## src/rtl/cost.sv

```systemverilog
// Output-layer error generator: err = (target - activation) <<< SHIFT, signed Q8.8.
// Optional `LOSS_EN adds a sum-of-squared-differences report every COUNT samples.
module cost #(
    parameter int unsigned SHIFT = 0,
    parameter int unsigned COUNT = 16
) (
    input  logic        clk,
    input  logic        rst,
    input  logic        en,
    input  logic        act_stb,
    input  logic [7:0]  act_dat,
    output logic        act_rdy,
    input  logic        tgt_stb,
    input  logic [7:0]  tgt_dat,
    output logic        tgt_rdy,
    output logic        err_stb,
    output logic [15:0] err_dat,
    input  logic        err_rdy,
    output logic        loss_stb,
    output logic [31:0] loss_dat,
    input  logic        loss_rdy
);

    typedef enum logic [1:0] {RCV = 2'b01, ERR = 2'b10} state_t;

    state_t             state, state_n;
    logic               act_have, tgt_have;
    logic [7:0]         act_q, tgt_q;
    logic               act_fire, tgt_fire, err_fire;
    logic               loss_block;
    logic signed [8:0]  diff;
    logic [15:0]        diff_ext;
    logic [15:0]        shifted;

    assign diff     = $signed({1'b0, tgt_q}) - $signed({1'b0, act_q});
    assign diff_ext = {{7{diff[8]}}, diff};
    assign shifted  = diff_ext << SHIFT;

    assign act_fire = act_stb & act_rdy;
    assign tgt_fire = tgt_stb & tgt_rdy;
    assign err_fire = err_stb & err_rdy;

`ifdef LOSS_EN
    assign loss_block = loss_stb;
`else
    assign loss_block = 1'b0;
`endif

    always_comb begin
        state_n = state;
        act_rdy = 1'b0;
        tgt_rdy = 1'b0;
        case (state)
            RCV: begin
                act_rdy = !act_have && !loss_block;
                tgt_rdy = !tgt_have;
                if (act_have && tgt_have)
                    state_n = ERR;
            end
            ERR: begin
                if (err_fire)
                    state_n = RCV;
            end
            default: state_n = RCV;
        endcase
    end

    always_ff @(posedge clk) begin
        if (!rst) begin
            state    <= RCV;
            act_have <= 1'b0;
            tgt_have <= 1'b0;
            act_q    <= '0;
            tgt_q    <= '0;
            err_stb  <= 1'b0;
            err_dat  <= '0;
        end else begin
            state <= state_n;
            // en==0 discards the activation: data is latched but the flag stays low
            if (act_fire) begin
                act_q    <= act_dat;
                act_have <= en;
            end
            if (tgt_fire) begin
                tgt_q    <= tgt_dat;
                tgt_have <= 1'b1;
            end
            if (state == RCV && act_have && tgt_have) begin
                err_dat <= shifted;
                err_stb <= 1'b1;
            end
            if (err_fire) begin
                err_stb  <= 1'b0;
                act_have <= 1'b0;
                tgt_have <= 1'b0;
            end
        end
    end

`ifndef SYNTHESIS
    always_ff @(posedge clk) begin
        if (rst && state != RCV && state != ERR)
            $fatal(1, "cost: illegal state encoding %b", state);
    end
`endif

`ifdef LOSS_EN
    localparam logic [15:0] LAST = 16'(COUNT - 1);

    logic [31:0] acc;
    logic [15:0] cnt;
    logic [7:0]  mag;
    logic [15:0] sq;

    // act_q/tgt_q are still held on the ack edge, so the square needs no extra register
    assign mag = diff[8] ? 8'(-diff) : 8'(diff);
    assign sq  = 16'(mag) * 16'(mag);

    always_ff @(posedge clk) begin
        if (!rst) begin
            acc      <= '0;
            cnt      <= '0;
            loss_stb <= 1'b0;
            loss_dat <= '0;
        end else begin
            if (loss_stb && loss_rdy)
                loss_stb <= 1'b0;
            if (err_fire) begin
                if (cnt == LAST) begin
                    loss_dat <= acc + 32'(sq);
                    loss_stb <= 1'b1;
                    acc      <= '0;
                    cnt      <= '0;
                end else begin
                    acc <= acc + 32'(sq);
                    cnt <= cnt + 16'd1;
                end
            end
        end
    end
`else
    logic unused_loss_rdy;
    assign unused_loss_rdy = loss_rdy;
    assign loss_stb = 1'b0;
    assign loss_dat = '0;
`endif

endmodule
```

## config.mk

```make
export PLATFORM = sky130hd
export DESIGN_NAME = cost
export DESIGN_NICKNAME = d
export VERILOG_FILES = /design/src/rtl/cost.sv
export SDC_FILE = /design/constraint.sdc
export NUM_CORES = 1
export LEC_CHECK = 0
export CAP_MARGIN = 20
export CORE_UTILIZATION = 46
export DETAILED_ROUTE_END_ITERATION = 7
export GPL_ROUTABILITY_DRIVEN = 0
export PLACE_DENSITY_LB_ADDON = 0.3
export SLEW_MARGIN = 15
export SYNTH_ARGS = -nofsm -noshare
export SYNTH_HDL_FRONTEND = slang
export SYNTH_SLANG_ARGS = --single-unit
export TNS_END_PERCENT = 20
```

## constraint.sdc

```tcl
create_clock -name clk -period 4.3 [get_ports clk]
set_input_delay 1.075 -clock clk [delete_from_list [all_inputs] [get_ports clk]]
set_output_delay 1.075 -clock clk [all_outputs]
set_load 0.1 [all_outputs]
```

==> summary.md, run 1 <==
| Metric | Value |
|---|---|
| Status | finished, final reports clean |
| Share of layout cells above drive strength 1 | approximately 5.3% |
| Worst-Skew Late Latency | roughly 0.28 ns |
| Gr ovfl total | 0 |
| Critical path capture point type | output pin |
| Antenna Diode Count | 0 |
| Prevailing post-synth register cell | dfxtp_1 |
| Initial DRC Count | 18 |
| Pint | about 0.48 mW |
| Met1 Routed Length | approximately 1.3 mm |
| Initial core utilization | a little under half |
| Post-CTS Hold Buffers | 0 |
| First-pass GRT wire length | roughly 4.6 mm |
| Number of enable flip-flop cells after synthesis | 0 |
| PD cells | around 400 nW/µm² |
| Hold Path Origin | err_dat[2] |
| Root buf cell | clkbuf_8 |
| Final wirelength | roughly 2.8 mm |
| Num CTS Buffers | 5 |
| WHS Path Cells | 2 |
| DP Area | a little over 2000 µm² |
| Die width | approximately 64 µm |
| Setup bufs post-CTS | 0 |
| Routed Antenna Nets | 0 |
| CP startpoint | state[1] |
| Post-synth top area share | approximately a third |
| Seq cells post-synth | 30 |
| R2R cell count | 8 |
| Die area | between 4000 and 5000 µm² |
| Met3 WL | about 150 µm |
| Final setup violation count | 0 |
| CP Buf/Inv Count | 1 |
| Wire per inst | 9.405 µm |
| Slew Limit Fails | 0 |
| Largest net degree at the start of global routing | 32 |
| Clock sink total | 30 |
| Cell taking the most area after synthesis | dfxtp_1 |
| Period minus WS final | around 3.2 ns |
| Part of the power in combinational logic | between 30 and 40% |
| Sw frac | 42.76% |
| Max-cap viol count | 0 |
| Final Cycle Share | around three quarters |
| Ys async rst share | 0% |
| Total power | approximately 0.83 mW |
| Reg power frac | 36.5% |
| IO Count | 75 |
| Tightest Pin Transition | a little under 1 ns |
| CORE AREA | between 3000 and 4000 µm² |
| All-Layer GR Usage | between 10% and 20% |
| Layout area overhead | 18.09% |
| Worst VDD drop | about 290 µV |
| CP cell instances | nand2b_1 -> nor2_1 -> clkdlybuf4s50_1 |
| Clk buf depth | 2 |
| Final Hold Fails | 0 |
| Syn Std Cell Area | about 1800 µm² |
| RSZ-0062 raised after global routing | false |
| CTS tree | done |
| # rows | 22 |
| Initial antenna violation count | 0 |
| Crit path depth | 3 |
| Detailed Routing Iterations Pass 1 | 4 |
| Port Buffers | 40 |
| Post-Synthesis Cells | about 210 |
| Clock skew | 0.002732 ns |
| Final HPWL DP | about 2.1 mm |
| Highest clock rate | 314.4 MHz |
| Vias in the first global route | between 1k and 1.5k |
| Metal2 WL | 1.234 mm |
| Top sig layer | met4 |
| Clock-pin slew on the worst setup and hold paths | ~0.060 ns |
| Crit path DAT | around 2.1 ns |
| Leak | 0.8957 nW |
| Startpoint types | register |
| Vias per cell | about 4.4 |
| Total Neg Setup Slack | 0 ns |
| CP Class | register to output pin |
| # DRC | 0 |
| Setup WS pre-CTS | 1.412 ns |
| Critical path's top delay family | buffers and inverters |
| # fillers | 370 |
| Htree depth | 2 |
| HP Class | register to register |
| Nets@finish | 278 |
| Crit-path max cell delay | 1.16 ns |
| Required @ worst endpoint | around 3.2 ns |
| Register area share after synthesis | approximately 34% |
| Commonest cells post-synth | 44 x nand2_1, 42 x buf_4, 30 x dfxtp_1, 18 x a21boi_1, 10 x inv_1 |
| Yosys Warn Count | 0 |
| Final Instance Area | ~2100 µm² |
| Die height | 64.04 µm |
| Dpl cells | 287 |
| Hold Worst Slack | roughly 0.45 ns |
| Slew headroom | about a third |
| Crit Reg-Reg Startpoint | tgt_q[0] |
| Clock share of power | approximately a quarter |
| Non-filler cells, final | 294 |
| Sw Pwr | around 0.36 mW |
| Worst-path fanout max | 3 |
| Largest cells by area after synthesis | dfxtp_1 34%, buf_4 18%, nand2_1 9.3% |
| Via count | 1,294 |
| PostCTS Resize Cnt | 0 |
| Final core occ | between 50% and 60% |
| Slowest-stage cell, CP | clkdlybuf4s50_1 |
| Most common cell in the netlist | nand2_1 |
| Syn_area_per_cell | ~8.3 µm² |
| Setup slack after layout | ~1.1 ns |
| Synth cell types | 36 |
## state kept, by name (all words and copies together), names as in the netlist
| register | cells |
|---|---|
| act_have | 1 |
| act_q | 8 |
| err_dat | 9 |
| err_stb | 1 |
| state | 2 |
| tgt_have | 1 |
| tgt_q | 8 |
## path summary, 6_finish.rpt
check	end	slack [ns]
hold reg to reg	err_dat[2]	0.45
setup reg to reg	err_dat[6]	2.55
setup / recovery	tgt_rdy	1.12
hold / removal	err_dat[2]	0.45
## cell usage in the layout (no fill, tap or decap), types with 5 or more instances in the layout
cell type and instances:
a21boi_1 18, a21oi_1 6, clkbuf_8 5, clkdlybuf4s50_1 40, conb_1 33, dfxtp_1 30
ha_1 8, inv_1 10, nand2_1 44, nor2_1 6, o21ai_1 5
## kinds of logic (layout without fill, tap and decap cells)
family / Yosys count / count (layout) / share of synthesized area, %
AOI/OAI and AO/OA: 40 / 40 / 15.55
xor gates and xnor gates: 5 / 5 / 2.474
adders and majority gates: 9 / 9 / 6.785
buffers and inverters: 56 / 57 / 21.27
DFF: 30 / 30 / 33.92
muxes: 1 / 1 / 0.5654
other: 1 / 33 / 0.2118
and+or+nand+nor: 71 / 71 / 19.22
## worst reg2reg max path, stage by stage (launching register included)
cell and delay (ns):
dfxtp_1 0.33, inv_1 0.04, ha_1 0.19, fa_1 0.41, nor2b_1 0.16, nor3_1 0.06
o21ai_1 0.21, xnor2_1 0.15, o21ai_1 0.08
## power by group through the flow
stage | sequential (mW) | combinational [mW] | clock, mW
floorplan | 0.332 | 0.279 | 0
global placement | 0.309 | 0.323 | 0
detailed placement | 0.310 | 0.324 | 0
CTS | 0.304 | 0.325 | 0.213
global route | 0.306 | 0.345 | 0.226
finish | 0.304 | 0.323 | 0.207
## routing by layer
layer	track usage, %	vias to the layer above
li1	-	683
met1	18.49	556
met2	22.87	49
met3	4.286	6
met4	7.670	0
met5	0	-
## final cells by class
type / count / area, µm² / area share [%]
repair buffers: 40 / 400.4 / 19.15
clock buffers: 5 / 68.82 / 3.291
inverters: 10 / 37.54 / 1.795
well taps: 48 / 60.06 / 2.873
flip-flops and latches: 30 / 600.6 / 28.73
multi-input cells: 159 / 913.4 / 43.69
clock inverters: 2 / 10.01 / 0.4788
Note: power is estimated with default switching activity, not from simulation.
==> run 2, diff against run 1 <==
--- a/config.mk
+++ b/config.mk
@@ -6,7 +6,7 @@
 export NUM_CORES = 1
 export LEC_CHECK = 0
 export CAP_MARGIN = 20
-export CORE_UTILIZATION = 46
+export CORE_UTILIZATION = 38
 export DETAILED_ROUTE_END_ITERATION = 7
 export GPL_ROUTABILITY_DRIVEN = 0
 export PLACE_DENSITY_LB_ADDON = 0.3
==> constraint.sdc (replaced) <==
create_clock -name clk -period 2.6 [get_ports clk]
set_input_delay 0.65 -clock clk [delete_from_list [all_inputs] [get_ports clk]]
set_output_delay 0.65 -clock clk [all_outputs]
set_load 0.1 [all_outputs]
==> run 2 against run 1 <==
Worst setup slack got worse by 0.44 ns. Register-to-register slack got worse by 1.7 ns. Sequential cell count unchanged. Clock power increased by 110%. Critical endpoint is now act_rdy. Largest cell class unchanged.
==> summary.md, run 2 (synthesized netlist as in run 1, its figures left out) <==
| Metric | Value |
|---|---|
| Worst-path fanout max | 3 |
| FF-to-FF setup slack | approximately 0.84 ns |
| Hold endpoint | err_dat[4] |
| WHS Path Cells | 2 |
| Clock-pin slew on the worst setup and hold paths | 0.06 ns |
| Nets@finish | about 280 |
| Detailed Routing Iterations Pass 1 | 4 |
| Antenna Diode Count | 0 |
| First-pass GRT wire length | 4.871 mm |
| RSZ-0062 raised after global routing | false |
| Final Cycle Share | between 70% and 80% |
| Period minus WS final | about 1.9 ns |
| Commonest cells after routing, fill and taps aside | 44 x nand2_1, 33 x conb_1, 30 x dfxtp_1 |
| Commonest non-fill, non-tap cell in the layout | nand2_1 |
| Initial core utilization | roughly two fifths |
| CTS tree | done |
| Critical path capture point type | output pin |
| Worst VDD drop | roughly 270 µV |
| Share of layout cells above drive strength 1 | 13.71% |
| Setup WS pre-CTS | 0.6124 ns |
| All-Layer GR Usage | roughly 13% |
| Clk buf depth | 2 |
| Crit Reg-Reg Startpoint | tgt_q[0] |
| Die width | 70.26 µm |
| Total Neg Setup Slack | 0 ns |
| Largest net degree at the start of global routing | 21 |
| Post-CTS Hold Buffers | 0 |
| Die height | about 70 µm |
| RR Endpoint | err_dat[6] |
| Htree depth | 2 |
| Via count | between 1k and 1.5k |
| Setup slack after layout | between 0.6 and 0.7 ns |
| IO Count | 75 |
| Leak | 0.9491 nW |
| Met3 WL | around 130 µm |
| Slew Limit Fails | 0 |
| Crit path DAT | about 1.3 ns |
| R2R cell count | 8 |
| Layout area overhead | 17.88% |
| CORE AREA | roughly 4400 µm² |
| Routed Antenna Nets | 0 |
| Max-cap viol count | 0 |
| Initial DRC Count | between 40 and 50 |
| Clock skew | approximately 0.0064 ns |
| Root buf cell | clkbuf_8 |
| Hold Path Origin | err_dat[4] |
| Wire per inst | 9.957 µm |
| Final wirelength | roughly 3.0 mm |
| CP Class | register to output pin |
| Max FFs per register | 9 |
| Num CTS Buffers | 5 |
| HP Class | register to register |
| Vias per cell | 4.313 |
| Met1 Routed Length | 1.371 mm |
| Highest clock rate | 519.9 MHz |
| Setup bufs post-CTS | 0 |
| Required @ worst endpoint | between 1.5 and 2 ns |
| Clock sink total | 30 |
| Gr ovfl total | 0 |
| Startpoint types | register |
| # rows | 24 |
| PD cells | 701.0 nW/µm² |
| Metal2 WL | roughly 1.4 mm |
| Vias in the first global route | between 1k and 1.5k |
| Worst-Skew Late Latency | ~0.27 ns |
| Final Hold Fails | 0 |
| Final setup violation count | 0 |
| Largest regs | err_dat x9, act_q x8, tgt_q x8 |
| Final HPWL DP | roughly 2.4 mm |
| Die area | 4936 µm² |
| Port Buffers | 40 |
| # DRC | 0 |
| Initial antenna violation count | 0 |
| Largest reg by FF count | err_dat |
| Status | finished, final reports clean |
| PostCTS Resize Cnt | 0 |
| Top sig layer | met4 |
[run 2: per-layer routing]
layer  track usage [%]  vias up
met1             14.95      558
met3             3.175        4
li1                  -      692
met5                 0        -
met4             6.000        0
met2             20.85       40
[run 2: layout make-up]
| cell class | count | area, µm² |
|---|---|---|
| timing repair buffer | 41 | 360.3 |
| clock buffer | 8 | 110.1 |
| tap | 52 | 65.06 |
| inverter | 10 | 37.54 |
| fill | 458 | 2327 |
| sequential | 30 | 600.6 |
| multi-input combinational | 159 | 913.4 |
[run 2: power breakdown]
part	internal (mW)	switching, mW	total [mW]
registers	0.486	0.0173	0.503
logic	0.120	0.411	0.531
clock network	0.267	0.162	0.429
[run 2: how the worst max path moves through the flow]
stage                         from  endpoint  slack, ns  cells after the start
after floorplan           state[1]  act_q[0]       0.09                      5
after global placement         rst  state[0]       0.62                      4
after detailed placement       rst  state[0]       0.61                      4
after CTS                 state[1]   act_rdy       0.66                      3
after global routing      state[1]   act_rdy       0.60                      3
final                     state[1]   act_rdy       0.68                      3
[run 2: per-stage QoR]
| step | std cells | utilization, % | hold WS (ns) | instance area (µm²) | power (mW) |
|---|---|---|---|---|---|
| 6_report | 300 | 47.28 | 0.4528 | 2087 | 1.463 |
| 5_1_grt | 300 | 47.28 | 0.4783 | 2087 | 1.529 |
| 4_1_cts | 300 | 47.28 | 0.4581 | 2087 | 1.479 |
| 3_5_place_dp | 292 | 44.78 | 0.4486 | 1977 | 1.047 |
| 3_3_place_gp | 292 | 44.78 | 0.4433 | 1977 | 1.043 |
| 2_1_floorplan | 245 | - | 0.4351 | 1891 | 1.011 |
[run 2: worst max-delay path: stages, from the launching register on]
cell and delay, ns:
dfxtp_1 0.33, nand2b_1 0.16, nor2_1 0.18, buf_4 0.33
==> run 3, diff against run 2 <==
==> constraint.sdc (replaced) <==
create_clock -name clk -period 1.6 [get_ports clk]
set_input_delay 0.4 -clock clk [delete_from_list [all_inputs] [get_ports clk]]
set_output_delay 0.4 -clock clk [all_outputs]
set_load 0.1 [all_outputs]
==> run 3 against run 2 <==
The run now ends with setup timing left. Combinational power increased by 90%. Register-to-register slack got worse by 0.87 ns. Hold slack improved by 0.0023 ns. Sequential share of layout area decreased by 4.1 points. Critical path type is now register to register. Worst setup slack got worse by 0.71 ns. Global-route usage grew 1.7 points. Critical path depth grew 5. Final cell count grew 3.0%. Utilization rose by 8.3 points.
==> summary.md, run 3 (synthesized netlist as in run 1, its figures left out) <==
| Metric | Value |
|---|---|
| Layout area overhead | 38.52% |
| Gr ovfl total | 0 |
| RSZ-0062 raised after global routing | true |
| Commonest non-fill, non-tap cell in the layout | nand2_1 |
| Nets@finish | just under 300 |
| Final Instance Area | 2452 µm² |
| Initial antenna violation count | 0 |
| Commonest cells after routing, fill and taps aside | 44 x nand2_1, 33 x conb_1, 28 x dfxtp_1 |
| # DRC | 0 |
| Root buf cell | clkbuf_8 |
| Non-filler cells, final | between 300 and 400 |
| All-Layer GR Usage | ~14% |
| Antenna Diode Count | 0 |
| Final Hold Fails | 0 |
| Status | complete, but fails checks |
| RR Endpoint | err_dat[6] |
| Vias in the first global route | between 1k and 1.5k |
| CORE AREA | 4414 µm² |
| R2R cell count | 8 |
| Largest net degree at the start of global routing | 15 |
| Setup WS pre-CTS | -0.1057 ns |
| Initial core utilization | between 40% and 50% |
| Grt met1 use | 17.17% |
| Initial DRC Count | 42 |
| Worst VDD drop | approximately 500 µV |
| Vias per cell | between 4 and 5 |
| Worst-Skew Late Latency | about 0.28 ns |
| Total Neg Setup Slack | -0.05729 ns |
| # rows | 24 |
| Clock-pin slew on the worst setup and hold paths | around 0.060 ns |
| Clock skew | roughly 0.0036 ns |
| Wire per inst | 10.41 µm |
| Post-CTS Hold Buffers | 0 |
| Leak | 1.054 nW |
| Routed Antenna Nets | 0 |
| Final wirelength | roughly 3.2 mm |
| PD cells | between 900 and 1000 nW/µm² |
| Final Cycle Share | 101.8% |
| Port Buffers | 40 |
| Period minus WS final | 1.629 ns |
| Total power | about 2.4 mW |
| FF-to-FF setup slack | -0.03 ns |
| Final setup violation count | 3 |
| Highest clock rate | 613.8 MHz |
| Slew Limit Fails | 0 |
| Layer with the highest usage | met2 |
| Required @ worst endpoint | 1.77 ns |
| DP Area | 2300 µm² |
| Dpl cells | about 300 |
| Grt met2 use | 22.96% |
| Htree depth | 2 |
| Worst-path fanout max | 2 |
| IO Count | 75 |
| Die width | around 70 µm |
| Largest reg by FF count | err_dat |
| Violated checks | setup timing |
| CTS tree | done |
| Critical path capture point type | register |
| Max FFs per register | 9 |
| Max-cap viol count | 0 |
| Startpoint types | register |
| Hold endpoint | act_q[7] |
| Die area | between 4000 and 5000 µm² |
| Detailed Routing Iterations Pass 1 | 4 |
| HP Class | register to register |
| Crit path DAT | 1.80 ns |
| Final HPWL DP | between 2 and 3 mm |
| Via count | about 1.4k |
| Hold Path Origin | act_q[7] |
| Clock sink total | 30 |
| Clk buf depth | 2 |
| Die height | roughly 70 µm |
| Num CTS Buffers | 5 |
| Setup slack after layout | -0.02910 ns |
| CP Class | register to register |
| First-pass GRT wire length | about 5.5 mm |
| Share of layout cells above drive strength 1 | 22.18% |
| Crit Reg-Reg Startpoint | tgt_q[0] |
| WHS Path Cells | 2 |
| Global routing met3 resource utilization | 3.030% |
| Largest regs | err_dat x9, act_q x8, tgt_q x8 |
## run 3: cell types whose count changed in the layout (fill, tap and decap cells not counted), sizes merged
cell    previous run  this run
clkbuf             8         5
buf               20        30
clkinv             0         2
## run 3: how the worst max path moves through the flow
stage                  start    endpoint  cells after the start
finish              tgt_q[0]  err_dat[6]                      8
global route        tgt_q[0]  err_dat[6]                      8
CTS                 state[1]     tgt_rdy                      3
detailed placement  tgt_q[0]  err_dat[6]                      8
global placement    tgt_q[0]  err_dat[6]                      8
floorplan           state[1]    act_q[0]                      5
## run 3: metal layers
metal	vias to the layer above	part of all wire [%]	routed length [µm]
met3	8	3.8	122
met1	598	46	1488
met5	-	0	0
met2	45	47	1511
li1	709	-	-
met4	0	2.9	93
## run 3: timing repair
item / 4_1_cts / 5_1_grt
pin swaps: 5 / 7
gates resized for setup: 8 / 7
setup endpoints to repair: 5 / 5
buffers inserted: 0 / 1
## run 3: stage by stage
stage | utilization [%] | hold slack, ns
after floorplan | - | 0.4351
after global placement | 52.10 | 0.4413
after detailed placement | 52.10 | 0.4506
after CTS | 54.48 | 0.4570
after global routing | 55.56 | 0.4796
final | 55.56 | 0.4551
## run 3: power breakdown
part           total, mW  internal (mW)  switching, mW
Combinational       1.01          0.307          0.706
Clock              0.567          0.291          0.277
Sequential         0.823          0.789         0.0336
Total               2.40           1.39           1.02
## run 3: final cells by class
class / instances / area (µm²)
Fill cell: 422 / 1962
Multi-Input combinational cell: 159 / 979.7
Timing Repair Buffer: 51 / 685.7
Sequential cell: 30 / 605.6
Clock buffer: 5 / 68.82
Tap cell: 52 / 65.06
Inverter: 10 / 37.54
Clock inverter: 2 / 10.01
## run 3: worst max-delay path: stages, from the launching register on
cell and delay, ns:
dfxtp_2 0.33, inv_2 0.04, ha_4 0.15, fa_2 0.34
nor2b_2 0.14, nor3_1 0.06, o21ai_1 0.22, xnor2_1 0.15
o21ai_1 0.08
